<file path="src/rtl/hdmi_mode_pkg.sv">
// Shared types, widths and the raw per-mode timing table for the HDMI mode controller.
package hdmi_mode_pkg;

  typedef enum logic [2:0] {
    ST_IDLE,
    ST_SETUP,
    ST_SETTLE,
    ST_RUN,
    ST_DRAIN
  } state_t;

  typedef enum logic [1:0] {
    MODE_1080P   = 2'd0,
    MODE_720P    = 2'd1,
    MODE_480P    = 2'd2,
    MODE_640X480 = 2'd3
  } mode_t;

  localparam int TIMING_W  = 12;
  localparam int PATTERN_W = 8;
  localparam int RAMP_W    = 20;

  // Raw line/frame timing as published for each mode, before derivation.
  typedef struct packed {
    logic [TIMING_W-1:0] total;
    logic [TIMING_W-1:0] fp;
    logic [TIMING_W-1:0] bp;
    logic [TIMING_W-1:0] sync;
  } timing_t;

  localparam mode_t                RESET_MODE    = MODE_1080P;
  localparam logic [PATTERN_W-1:0] RESET_PATTERN = 8'd4;

  function automatic timing_t mode_h_timing(input mode_t mode);
    case (mode)
      MODE_1080P: return '{12'd2200, 12'd88,  12'd148, 12'd44};
      MODE_720P:  return '{12'd1650, 12'd110, 12'd220, 12'd40};
      MODE_480P:  return '{12'd858,  12'd16,  12'd60,  12'd62};
      default:    return '{12'd800,  12'd16,  12'd48,  12'd96};
    endcase
  endfunction

  function automatic timing_t mode_v_timing(input mode_t mode);
    case (mode)
      MODE_1080P: return '{12'd1125, 12'd4,  12'd36, 12'd5};
      MODE_720P:  return '{12'd750,  12'd5,  12'd20, 12'd5};
      MODE_480P:  return '{12'd525,  12'd9,  12'd30, 12'd6};
      default:    return '{12'd525,  12'd10, 12'd33, 12'd2};
    endcase
  endfunction

  // Per-pixel increment that makes a test ramp span one active line.
  function automatic logic [RAMP_W-1:0] mode_ramp_step(input mode_t mode);
    case (mode)
      MODE_1080P: return 20'd546;
      MODE_720P:  return 20'd819;
      MODE_480P:  return 20'd1456;
      default:    return 20'd1638;
    endcase
  endfunction

endpackage

</file>
<file path="src/rtl/hdmi_mode_rom.sv">
// Combinational mode table: turns a mode number into the sync generator
// thresholds and the active-area size / ramp step for the pattern generator.
module hdmi_mode_rom
  import hdmi_mode_pkg::*;
#(
  parameter int WIDTH_ADDR  = 12,
  parameter int HEIGHT_ADDR = 12
) (
  input  logic [1:0]                               mode,
  output logic [4*WIDTH_ADDR+4*HEIGHT_ADDR-1:0]    sync_cfg,
  output logic [WIDTH_ADDR-1:0]                    active_pixels,
  output logic [HEIGHT_ADDR-1:0]                   active_lines,
  output logic [RAMP_W-1:0]                        ramp_step
);

  timing_t h_t;
  timing_t v_t;

  logic [WIDTH_ADDR-1:0]  h_end, h_front_end, h_back_sync, h_fp, h_bp, h_sync_w;
  logic [HEIGHT_ADDR-1:0] v_end, v_front_end, v_back_sync, v_fp, v_bp, v_sync_w;

  // Derive counter thresholds from raw timing; all arithmetic wraps at the field width.
  always_comb begin
    h_t = mode_h_timing(mode_t'(mode));
    v_t = mode_v_timing(mode_t'(mode));

    h_fp        = WIDTH_ADDR'(h_t.fp);
    h_bp        = WIDTH_ADDR'(h_t.bp);
    h_sync_w    = WIDTH_ADDR'(h_t.sync);
    h_end       = WIDTH_ADDR'(h_t.total) - WIDTH_ADDR'(1);
    h_front_end = h_end - h_fp;
    h_back_sync = h_bp + h_sync_w;

    v_fp        = HEIGHT_ADDR'(v_t.fp);
    v_bp        = HEIGHT_ADDR'(v_t.bp);
    v_sync_w    = HEIGHT_ADDR'(v_t.sync);
    v_end       = HEIGHT_ADDR'(v_t.total) - HEIGHT_ADDR'(1);
    v_front_end = v_end - v_fp;
    v_back_sync = v_bp + v_sync_w;

    active_pixels = h_end - (h_fp + h_bp + h_sync_w);
    active_lines  = v_end - (v_fp + v_bp + v_sync_w);
    ramp_step     = mode_ramp_step(mode_t'(mode));

    sync_cfg = {h_end, h_front_end, h_back_sync, h_sync_w,
                v_end, v_front_end, v_back_sync, v_sync_w};
  end

endmodule

</file>
<file path="src/rtl/hdmi_mode_ctrl.sv">
// HDMI mode controller: programs the sync and pattern generators, waits for
// them to settle, then gates video out until a mode/pattern change request,
// which is applied at the next frame boundary.
module hdmi_mode_ctrl
  import hdmi_mode_pkg::*;
#(
  parameter int WIDTH_ADDR    = 12,
  parameter int HEIGHT_ADDR   = 12,
  parameter int SETTLE_CYCLES = 16
) (
  input  logic                                            CLK,
  input  logic                                            RST,
  input  logic                                            modeReq__ENA,
  input  logic [1:0]                                      modeReq_mode,
  input  logic                                            patternReq__ENA,
  input  logic [PATTERN_W-1:0]                            patternReq_pattern,
  output logic                                            req__RDY,
  input  logic                                            vSync,
  input  logic                                            syncSetup__RDY,
  input  logic                                            patSetup__RDY,
  output logic                                            setup__ENA,
  output logic [4*WIDTH_ADDR+4*HEIGHT_ADDR-1:0]           syncCfg,
  output logic [WIDTH_ADDR+HEIGHT_ADDR+PATTERN_W+RAMP_W-1:0] patCfg,
  output logic                                            outEnable,
  output logic [1:0]                                      curMode
);

  localparam logic [7:0] SETTLE_LAST = 8'(SETTLE_CYCLES - 1);

  state_t               state_q, state_d;
  mode_t                lat_mode, cur_mode;
  logic [PATTERN_W-1:0] lat_pattern;
  logic [7:0]           settle_cnt;
  logic                 vsync_q;
  logic                 vsync_rise;
  logic                 setup_ena;
  logic                 in_run;

  logic [4*WIDTH_ADDR+4*HEIGHT_ADDR-1:0] rom_sync_cfg;
  logic [WIDTH_ADDR-1:0]                 rom_active_pixels;
  logic [HEIGHT_ADDR-1:0]                rom_active_lines;
  logic [RAMP_W-1:0]                     rom_ramp_step;

  hdmi_mode_rom #(
    .WIDTH_ADDR  (WIDTH_ADDR),
    .HEIGHT_ADDR (HEIGHT_ADDR)
  ) u_rom (
    .mode          (lat_mode),
    .sync_cfg      (rom_sync_cfg),
    .active_pixels (rom_active_pixels),
    .active_lines  (rom_active_lines),
    .ramp_step     (rom_ramp_step)
  );

  assign in_run     = (state_q == ST_RUN);
  assign vsync_rise = vSync & ~vsync_q;

  // State register plus request latches, settle counter and vSync history.
  always_ff @(posedge CLK or posedge RST) begin
    if (RST) begin
      state_q     <= ST_IDLE;
      lat_mode    <= RESET_MODE;
      lat_pattern <= RESET_PATTERN;
      cur_mode    <= RESET_MODE;
      settle_cnt  <= 8'd0;
      vsync_q     <= 1'b0;
    end else begin
      state_q <= state_d;
      vsync_q <= vSync;
      if (state_q == ST_SETTLE) begin
        settle_cnt <= settle_cnt + 8'd1;
      end else begin
        settle_cnt <= 8'd0;
      end
      if (setup_ena) begin
        cur_mode <= lat_mode;
      end
      if (in_run && modeReq__ENA) begin
        lat_mode <= mode_t'(modeReq_mode);
      end
      if (in_run && patternReq__ENA) begin
        lat_pattern <= patternReq_pattern;
      end
    end
  end

  // Next-state logic and the one-cycle setup strobe.
  always_comb begin
    state_d   = state_q;
    setup_ena = 1'b0;
    case (state_q)
      ST_IDLE:   state_d = ST_SETUP;
      ST_SETUP: begin
        if (syncSetup__RDY && patSetup__RDY) begin
          setup_ena = 1'b1;
          state_d   = ST_SETTLE;
        end
      end
      ST_SETTLE: begin
        if (settle_cnt == SETTLE_LAST) begin
          state_d = ST_RUN;
        end
      end
      ST_RUN: begin
        if (modeReq__ENA || patternReq__ENA) begin
          state_d = ST_DRAIN;
        end
      end
      ST_DRAIN: begin
        if (vsync_rise) begin
          state_d = ST_SETUP;
        end
      end
      default:   state_d = ST_IDLE;
    endcase
  end

  assign setup__ENA = setup_ena;
  assign req__RDY   = in_run;
  assign outEnable  = (state_q == ST_RUN) || (state_q == ST_DRAIN);
  assign curMode    = cur_mode;
  assign syncCfg    = setup_ena ? rom_sync_cfg : '0;
  assign patCfg     = setup_ena ? {rom_active_pixels, rom_active_lines, lat_pattern, rom_ramp_step} : '0;

endmodule

</file>
<file path="config.mk">
export PLATFORM = sky130hd
export DESIGN_NAME = hdmi_mode_ctrl
export DESIGN_NICKNAME = d
export VERILOG_FILES = /design/src/rtl/hdmi_mode_pkg.sv /design/src/rtl/hdmi_mode_rom.sv /design/src/rtl/hdmi_mode_ctrl.sv
export SDC_FILE = /design/constraint.sdc
export NUM_CORES = 1
export LEC_CHECK = 0
export CORE_UTILIZATION = 44
export DETAILED_ROUTE_END_ITERATION = 12
export PLACE_DENSITY_LB_ADDON = 0.08
export SLEW_MARGIN = 10
export SYNTH_ARGS = -nofsm -noshare
export SYNTH_HDL_FRONTEND = slang
export SYNTH_HIERARCHICAL = 1
export SYNTH_SLANG_ARGS = --single-unit
</file>
<file path="constraint.sdc">
create_clock -name CLK -period 7.2 [get_ports CLK]
set_input_delay 1.44 -clock CLK [delete_from_list [all_inputs] [get_ports CLK]]
set_output_delay 1.44 -clock CLK [all_outputs]
set_load 0.02 [all_outputs]
</file>
==> results_dict.tcl, run 1 <==
set metrics [dict create \
    grt_pass1_vias 1958 \
    fin_setup_tns_ns 0 \
    criticalPathCategory "in2out" \
    nNetsFinal 503 \
    finalPower_uw 1200 \
    synth_largest_area_cell "and2_1" \
    worst_slack_ns 2.12 \
    critical_path_buf_inv_count 3 \
    cts_buffers 3 \
    cts_resized 0 \
    drtIter0Drc 57 \
    rsz0062_at_grt "no" \
    io_pins 170 \
    fin_crit_ns 5.08 \
    cts_tree "built" \
    ctsHoldBuffers 0 \
    slowest_delay_ns 0.64 \
    grtUsageTotal_pct 15.6 \
    drive_above_1_share_pct 4.72 \
    skew_ns 0.00253 \
    worstSetupStartpointType "input pin" \
    routed_wl_um 6470 \
    place_congestion 0.738 \
    die-area_um2 7900 \
    seq_area_frac_synth_pct 18.1 \
    clock_sinks 24 \
    wire_per_inst_um 11.4 \
    hpwl_um 4910 \
    port_buffers 125 \
    cp_cell_sequence "clkdlybuf4s50_1 > nand2_1 > and2b_4 > buf_16 > and2_1 > clkdlybuf4s50_1" \
    worst_ep_required_time_ns 5.76 \
    grt_start_max_net_pins 152 \
    rows 31 \
    clockRootBuffer "clkbuf_8" \
    finalMaxSlewViolations 0 \
    postRouteAntennaNets 0 \
    maxCapViolations 0 \
    powerDensity_nw_per_um2 300 \
    synth_seq_cells 24 \
    vias 2277 \
    cts_htree_levels 1 \
    drtPass1Iterations 4 \
    clock_path_buffers 2 \
    final-setup-viol-count 0 \
    ys_async_sr_fraction_pct 100 \
    ir_drop_mv 0.169 \
    die_h_um 88.9 \
    critPathSlowestCell "clkdlybuf4s50_1" \
    drc 0 \
    path_clk_slew_ns 0.08 \
    yosys-top-cells-area "and2_1 (28%), buf_4 (25%), dfrtp_1 (17%)" \
    n_antenna_cell 0 \
    pre_cts_ws_ns 1.80 \
    synth.cell_area_um2 3320 \
    worst_slew_pin_slew_ns 0.925 \
    final_hold_viol_count 0 \
    synth.top_cells.by_count "and2_1 (149), buf_4 (109), dfrtp_1 (23), ha_1 (19), inv_1 (19)" \
    cp_top_family "buffers and inverters" \
    crit_arrival_ns 3.64 \
    vias_per_cell 4.03 \
    synth_most_common_cell "and2_1" \
    synth_cell_types 33 \
    p_leak_uw 0.00178 \
    synth_top_area_share_pct 28.1 \
    relSlewSlack_pct 38.3 \
    insertion_delay_ns 0.27 \
    fmax_ghz 0.197 \
    period_share_pct 70.5 \
    grt_pass1_wl_um 9580 \
    cts_setup_buffers 0 \
    outcome "completed" \
    ys.flop_type "dfrtp_1" \
    synth-edff-count 0 \
    path_common_cell "clkdlybuf4s50_1" \
    die_x_um 88.9 \
    yosys_warnings 6 \
    path_max_fanout 111 \
    gr-total-overflow 0 \
    syn_to_final_growth_pct 20.6 \
    hold_path_class "reg2reg" \
    syn_area_per_cell_um2 8.04 \
    antenna_found_initial 0 \
    syn_inst 413 \
    cp-end-kind "output pin" \
    start_util_pct 45.5 \
    coreArea_um2 7290 \
]
==> cell type report <==
| type | instances | area [um^2] |
|---|---|---|
| Fill cell | 703 | 3290 |
| Multi-Input combinational cell | 293 | 1870 |
| Timing Repair Buffer | 126 | 1280 |
| Sequential cell | 24 | 602 |
| Tap cell | 99 | 124 |
| Inverter | 19 | 71.3 |
| Clock buffer | 4 | 55.1 |
==> through the flow <==
stage,hold slack [ns],instances,utilization (%),instance area [um^2]
2_1_floorplan,0.455,461,-,3500
3_3_place_gp,0.470,560,53.8,3920
3_5_place_dp,0.486,560,53.8,3920
4_1_cts,0.504,564,54.5,3980
5_1_grt,0.529,565,54.9,4010
6_report,0.495,565,54.9,4010
==> path summary, 6_finish.rpt <==
| kind | start | to | slack (ns) | cells past startpoint |
|---|---|---|---|---|
| worst max-delay path | syncSetup__RDY | patCfg[0] | 2.12 | 6 |
| worst min-delay path | settle_cnt[0]$_DFF_PP0_ | settle_cnt[0]$_DFF_PP0_ | 0.49 | 1 |
| max in group asynchronous | RST | settle_cnt[6]$_DFF_PP0_ | 4.97 | 2 |
| worst min register to register | settle_cnt[0]$_DFF_PP0_ | settle_cnt[0]$_DFF_PP0_ | 0.49 | 1 |
| worst max register to register | state_q[0]$_DFFE_PP0P_ | curMode[1]$_DFFE_PP0P_ | 5.26 | 4 |
| min in group asynchronous | RST | lat_pattern[5]$_DFFE_PP0P_ | 1.67 | 2 |
==> registers in the layout, summed over array words and instances (netlist names) <==
name and flops:
lat_pattern 8, settle_cnt 8, state_q 3, curMode 2
lat_mode 2, vsync_q 1
==> worst reg2reg max path, cell delays in order (launching register included) <==
cell     delay [ns]
dfrtp_1        0.48
nor3b_2        0.24
and2b_4        0.41
buf_16         0.33
mux2_2         0.38
==> cell families after synthesis <==
group | Yosys count | share of synthesized area, %
AO/OA/AOI/OAI | 17 | 2.71
adder cells (fa/ha/maj) | 19 | 7.16
flip-flops | 24 | 18.1
AND/OR/NAND/NOR | 185 | 34.1
multiplexers | 13 | 4.37
buffers and inverters | 144 | 30.9
XOR/XNOR | 9 | 2.37
other | 2 | 0.226
==> cells in the final DEF (no fill, tap or decap), types with 2 or more instances in the layout <==
| cell type | n |
|---|---|
| a21oi_1 | 7 |
| and2_1 | 149 |
| clkbuf_8 | 4 |
| clkdlybuf4s50_1 | 125 |
| conb_1 | 50 |
| dfrtp_1 | 23 |
| ha_1 | 19 |
| inv_1 | 19 |
| mux2_2 | 11 |
| nand2_1 | 9 |
| nand3_1 | 3 |
| nor2_1 | 8 |
| nor2b_1 | 2 |
| nor3b_2 | 2 |
| o21ai_0 | 9 |
| or3_1 | 3 |
| xnor2_1 | 6 |
| xor2_1 | 3 |
==> power by group <==
part           switching [uW]  internal (uW)  total (uW)
clock                    43.1           48.9        92.0
combinational             495            396         891
sequential               39.4            180         219
==> metal layers <==
layer  vias up  wire, um  share of wire, %  GRT usage (%)
li1       1213         -                 -              -
met1       963      2710                42           18.2
met2        94      3110                48           28.7
met3         7       563               8.7           2.80
met4         0        85               1.3           4.84
met5         -         0                 0              0
(Power assumes the default switching activity.)
==> run 2: changes to the inputs <==
--- a/config.mk
+++ b/config.mk
@@ -5,7 +5,7 @@
 export SDC_FILE = /design/constraint.sdc
 export NUM_CORES = 1
 export LEC_CHECK = 0
-export CORE_UTILIZATION = 44
+export CORE_UTILIZATION = 37
 export DETAILED_ROUTE_END_ITERATION = 12
 export PLACE_DENSITY_LB_ADDON = 0.08
 export SLEW_MARGIN = 10
==> constraint.sdc (replaced) <==
create_clock -name CLK -period 4.15 [get_ports CLK]
set_input_delay 0.83 -clock CLK [delete_from_list [all_inputs] [get_ports CLK]]
set_output_delay 0.83 -clock CLK [all_outputs]
set_load 0.02 [all_outputs]
==> run 2 against run 1 <==
  * Routed wire length up 8.2%
  * Non-clock buffer count up 3
  * Cell count up 2.1%
  * Global-route usage down 1.5 points
  * Sequential power up 74%
  * Setup slack worse by 1.8 ns
  * Critical path depth up 2
  * Design area up 0.72%
  * Highest routed layer unchanged
  * Utilization down 8.7 points
  * Combinational power up 76%
  * Clock skew up 0.0045 ns
  * Hold slack better by 0.0022 ns
==> results_dict.tcl, run 2 (synthesized netlist as in run 1, its figures left out) <==
set metrics [dict create \
    outcome "completed" \
    ir_drop_mv 0.240 \
    path_max_fanout 10 \
    grt_start_max_net_pins 99 \
    insertion_delay_ns 0.26 \
    finalMaxSlewViolations 0 \
    coreArea_um2 8720 \
    fin_util_pct 46.3 \
    final_cell_mix "and2_1 (149), clkdlybuf4s50_1 (125), conb_1 (50)" \
    hpwl_um 5270 \
    pre_cts_ws_ns 0.529 \
    worst_slack_ns 0.346 \
    switching_share_pct 48.3 \
    criticalPathCategory "reg2out" \
    rsz0062_at_grt "no" \
    ctsHoldBuffers 0 \
    worst_slew_pin_slew_ns 0.920 \
    worst_ep_required_time_ns 3.32 \
    crit_arrival_ns 2.97 \
    whs_ns 0.497 \
    reg_top3 "lat_pattern (8), settle_cnt (8), state_q (3)" \
    drtIter0Drc 38 \
    syn_to_final_growth_pct 21.5 \
    maxCapViolations 0 \
    nFillCells 899 \
    power_frac_comb_pct 75.1 \
    vias 2328 \
    cts_resized 0 \
    wire_per_inst_um 12.1 \
    pwr-share-clk_pct 6.8 \
    cts_tree "built" \
    seqPwrFrac_pct 18.1 \
    start_util_pct 38.1 \
    clock_path_buffers 2 \
    antenna_found_initial 0 \
    place_congestion 0.712 \
    crit_start "lat_mode[0]$_DFFE_PP0P_" \
    cts_htree_levels 1 \
    period_share_pct 91.7 \
    holdCritStartpoint "settle_cnt[0]$_DFF_PP0_" \
    skew_ns 0.00707 \
    power.net_switching_uw 1010 \
    cp-end-kind "output pin" \
    hold_path_class "reg2reg" \
    final_hold_viol_count 0 \
    grt_pass1_wl_um 10900 \
    final_common_cell "and2_1" \
    gr-total-overflow 0 \
    drtPass1Iterations 4 \
    clockRootBuffer "clkbuf_8" \
    ff_latch_area_um2 602 \
    path_clk_slew_ns 0.09 \
    relSlewSlack_pct 38.6 \
    die-area_um2 9360 \
    port_buffers 125 \
    die_h_um 96.7 \
    fin_crit_ns 3.80 \
    nNetsFinal 506 \
    routed_wl_um 7000 \
    powerDensity_nw_per_um2 519 \
    grt_pass1_vias 2096 \
    fin_setup_tns_ns 0 \
    cts_setup_buffers 0 \
    worstSetupStartpointType "register" \
    clock_sinks 24 \
    n_antenna_cell 0 \
    place_inst 573 \
    grtUsageTotal_pct 14.1 \
    internal_power_uw 1080 \
    vias_per_cell 4.03 \
    die_x_um 96.7 \
    fmax_ghz 0.263 \
    rows 34 \
    cts_buffers 3 \
    reg2reg_from "state_q[0]$_DFFE_PP0P_" \
    p_leak_uw 0.00179 \
    instances_no_fill 577 \
    drc 0 \
    postRouteAntennaNets 0 \
    final-setup-viol-count 0 \
    io_pins 170 \
    multi_input_area_um2 1870 \
    drive_above_1_share_pct 5.12 \
]
[run 2: changes by cell type in the layout (fill, tap and decap cells not counted)]
cell | previous run | this run
buf_16 | 1 | 0
buf_12 | 0 | 2
clkbuf_8 | 4 | 3
clkbuf_1 | 0 | 1
buf_4 | 0 | 2
[run 2: power by group through the flow]
stage | registers [uW] | clock network [uW] | logic (uW)
floorplan | 376 | 0 | 1520
global placement | 379 | 0 | 1580
detailed placement | 385 | 0 | 1590
CTS | 381 | 149 | 1600
global route | 394 | 158 | 1730
finish | 380 | 142 | 1570
[run 2: final cells by class]
type,instances,share of cell area [%]
multi-input cells,293,46.5
repair buffers,129,32.4
flip-flops and latches,24,14.9
well taps,108,3.35
inverters,19,1.77
clock buffers,4,1.12
[run 2: worst paths after layout]
path	slack [ns]	depth (start not counted)	to
max reg2reg	2.54	4	curMode[1]$_DFFE_PP0P_
min	0.50	1	settle_cnt[0]$_DFF_PP0_
max	0.35	8	patCfg[30]
min reg2reg	0.50	1	settle_cnt[0]$_DFF_PP0_
min in group asynchronous	1.06	2	lat_pattern[4]$_DFFE_PP0P_
max in group asynchronous	2.52	2	lat_mode[1]$_DFFE_PP0P_
[run 2: routing by layer]
metal | track usage, % | vias to the layer above | share of wire (%)
met4 | 2.64 | 0 | 0.49
met2 | 25.4 | 96 | 48
met1 | 17.3 | 1013 | 45
met3 | 2.82 | 4 | 6.7
li1 | - | 1215 | -
met5 | 0 | - | 0
[run 2: worst max-delay path, stage by stage (launching register included)]
cell	delay (ns)
dfrtp_1	0.47
inv_1	0.14
ha_1	0.52
inv_1	0.21
o21ai_0	0.29
ha_1	0.22
xnor2_1	0.11
and2_1	0.13
clkdlybuf4s50_1	0.62
[run 2: per-stage QoR]
stage	power, uW	cell area, um^2
CTS	2130	4030
detailed placement	1980	3990
global placement	1960	3990
floorplan	1890	3500
global route	2290	4030
finish	2090	4030
==> run 3: changes to the inputs <==
--- a/config.mk
+++ b/config.mk
@@ -5,11 +5,12 @@
 export SDC_FILE = /design/constraint.sdc
 export NUM_CORES = 1
 export LEC_CHECK = 0
-export CORE_UTILIZATION = 37
+export CORE_UTILIZATION = 34
+export CTS_CLUSTER_DIAMETER = 200
 export DETAILED_ROUTE_END_ITERATION = 12
+export GPL_TIMING_DRIVEN = 0
 export PLACE_DENSITY_LB_ADDON = 0.08
 export SLEW_MARGIN = 10
 export SYNTH_ARGS = -nofsm -noshare
 export SYNTH_HDL_FRONTEND = slang
-export SYNTH_HIERARCHICAL = 1
 export SYNTH_SLANG_ARGS = --single-unit
==> run 3 against run 2 <==
  * Synthesized cell count is 26% lower
  * Via count is 3.1% higher
  * Global-route usage is 1.7 points higher
  * Fmax is 3.8% lower
  * Hold slack worse by 0.0061 ns
  * Sequential power is 1% lower
  * Sequential cell count stayed put
  * Largest cell class is now non-clock buffers
  * Highest routed layer unchanged
==> results_dict.tcl, run 3 <==
set metrics [dict create \
    grt_pass1_vias 2083 \
    outcome "completed" \
    multi_input_area_um2 1270 \
    nNetsFinal 516 \
    die_x_um 89.6 \
    finalMaxSlewViolations 0 \
    ctsHoldBuffers 0 \
    path_max_fanout 10 \
    ir_drop_mv 0.285 \
    drtIter0Drc 64 \
    yosys_warnings 0 \
    whs_ns 0.491 \
    path_clk_slew_ns 0.09 \
    cts_buffers 3 \
    io_pins 170 \
    final_common_cell "clkdlybuf4s50_1" \
    coreArea_um2 7330 \
    fmax_ghz 0.253 \
    die-area_um2 8030 \
    final_hold_viol_count 0 \
    skew_ns 0.00416 \
    nFillCells 680 \
    syn_area_per_cell_um2 8.53 \
    reg_top3 "lat_pattern (8), settle_cnt (8), state_q (3)" \
    antenna_found_initial 0 \
    relSlewSlack_pct 38.9 \
    powerDensity_nw_per_um2 517 \
    synth_top_area_share_pct 28.7 \
    clock_sinks 24 \
    vias 2400 \
    grt_start_max_net_pins 25 \
    path_common_cell "clkdlybuf4s50_1" \
    synth_cell_types 49 \
    wire_per_inst_um 11.3 \
    gr-total-overflow 0 \
    clockRootBuffer "clkbuf_8" \
    critical_path_buf_inv_count 5 \
    grtUsageTotal_pct 15.8 \
    criticalPathCategory "in2out" \
    synth_most_common_cell "buf_4" \
    postRouteAntennaNets 0 \
    die_h_um 89.6 \
    worstSetupStartpointType "input pin" \
    fin_crit_ns 3.95 \
    drive_above_1_share_pct 27.6 \
    maxCapViolations 0 \
    routed_wl_um 6520 \
    vias_per_cell 4.16 \
    synth.cell_area_um2 2610 \
    ff_latch_area_um2 602 \
    n_antenna_cell 0 \
    slowest_delay_ns 0.60 \
    final-setup-viol-count 0 \
    synth-edff-count 0 \
    critPathSlowestCell "clkdlybuf4s50_1" \
    fin_setup_tns_ns 0 \
    drc 0 \
    synth_seq_cells 24 \
    drtPass1Iterations 4 \
    syn_inst 306 \
    seq_area_frac_synth_pct 23.0 \
    insertion_delay_ns 0.27 \
    yosys-top-cells-area "buf_4 (29%), dfrtp_1 (22%), ha_1 (9.1%)" \
    period_share_pct 95.3 \
    grt_pass1_wl_um 9990 \
    crit_arrival_ns 3.12 \
    hpwl_um 5380 \
    worst_slew_pin_slew_ns 0.915 \
    worst_ep_required_time_ns 3.32 \
    synth.top_cells.by_count "buf_4 (100), nor2_1 (25), dfrtp_1 (23), and2_1 (19), ha_1 (19)" \
    cp_cell_sequence "clkdlybuf4s50_1 > nand3b_4 > or2_1 > buf_6 > buf_2 > nor2_1 > buf_4 > clkdlybuf4s50_1" \
    cts_htree_levels 1 \
    clock_path_buffers 2 \
    port_buffers 131 \
    place_congestion 0.802 \
    pre_cts_ws_ns -0.0435 \
    start_util_pct 35.6 \
    p_leak_uw 0.00205 \
    final_cell_mix "clkdlybuf4s50_1 (129), buf_4 (100), conb_1 (38)" \
    fin_util_pct 58.3 \
    hold_path_class "reg2reg" \
    cp-end-kind "output pin" \
    cp_top_family "buffers and inverters" \
    ys_async_sr_fraction_pct 100 \
    ys.flop_type "dfrtp_1" \
    worst_slack_ns 0.196 \
    synth_largest_area_cell "buf_4" \
    rows 31 \
    cts_tree "built" \
    syn_to_final_growth_pct 63.5 \
]
[run 3: cell types whose count changed after synthesis, sizes merged, moves of 3 or more]
cell / change
nand2b: +3
nand3: +4
buf: -15
nor2: +17
nor3: +4
nor3b: -3
and2: -130
nand2: -3
o21a: +3
[run 3: cell families after synthesis]
kind of cell | share of synthesized area (%)
buf+inv | 34.1
simple gates | 16.9
compound gates | 9.34
flops | 23.0
fa+ha+maj | 9.87
mux | 4.31
xor+xnor | 2.35
other cells | 0.144
[run 3: metrics by stage]
step | power (uW) | instances | instance area [um^2]
after floorplan | 1460 | 343 | 2750
after global placement | 1990 | 573 | 4190
after detailed placement | 2010 | 573 | 4190
after CTS | 2220 | 577 | 4260
after global routing | 2410 | 577 | 4270
final | 2210 | 577 | 4270
[run 3: layout make-up]
| class | count | share of cell area (%) |
|---|---|---|
| multi-input combinational | 192 | 29.8 |
| inverter | 18 | 1.70 |
| buffer | 109 | 19.1 |
| sequential | 24 | 14.1 |
| clock buffer | 3 | 0.967 |
| tap | 99 | 2.90 |
| clock inverter | 1 | 0.703 |
| timing repair buffer | 131 | 30.7 |
[run 3: path summary, 6_finish.rpt]
kind                            slack (ns)                    start                       to  cells past startpoint
worst max-delay path                  0.20           syncSetup__RDY              syncCfg[81]                      8
worst min-delay path                  0.49  settle_cnt[0]$_DFF_PP0_  settle_cnt[0]$_DFF_PP0_                      1
worst max register to register        2.66  settle_cnt[4]$_DFF_PP0_   state_q[0]$_DFFE_PP0P_                      3
worst min register to register        0.49  settle_cnt[0]$_DFF_PP0_  settle_cnt[0]$_DFF_PP0_                      1
max in group asynchronous             2.54                      RST   curMode[1]$_DFFE_PP0P_                      2
min in group asynchronous             1.05                      RST   state_q[0]$_DFFE_PP0P_                      2
[run 3: report_power, final]
group / switching, uW / internal [uW] / total, uW
Clock: 79.7 / 129 / 209
Sequential: 62.1 / 314 / 376
Combinational: 855 / 768 / 1620
[run 3: metal layers]
layer  vias up  track usage [%]  part of all wire, %
met5         -                0                    0
met4         0             3.03                 0.51
met3         4             3.29                   11
met2       122             27.7                   48
met1      1064             20.0                   41
li1       1210                -                    -
[run 3: timing repair]
item / in CTS / in global routing
cloned: 0 / 0
gates resized for setup: 2 / 4
setup endpoints to repair: 11 / 12
setup buffers: 0 / 0
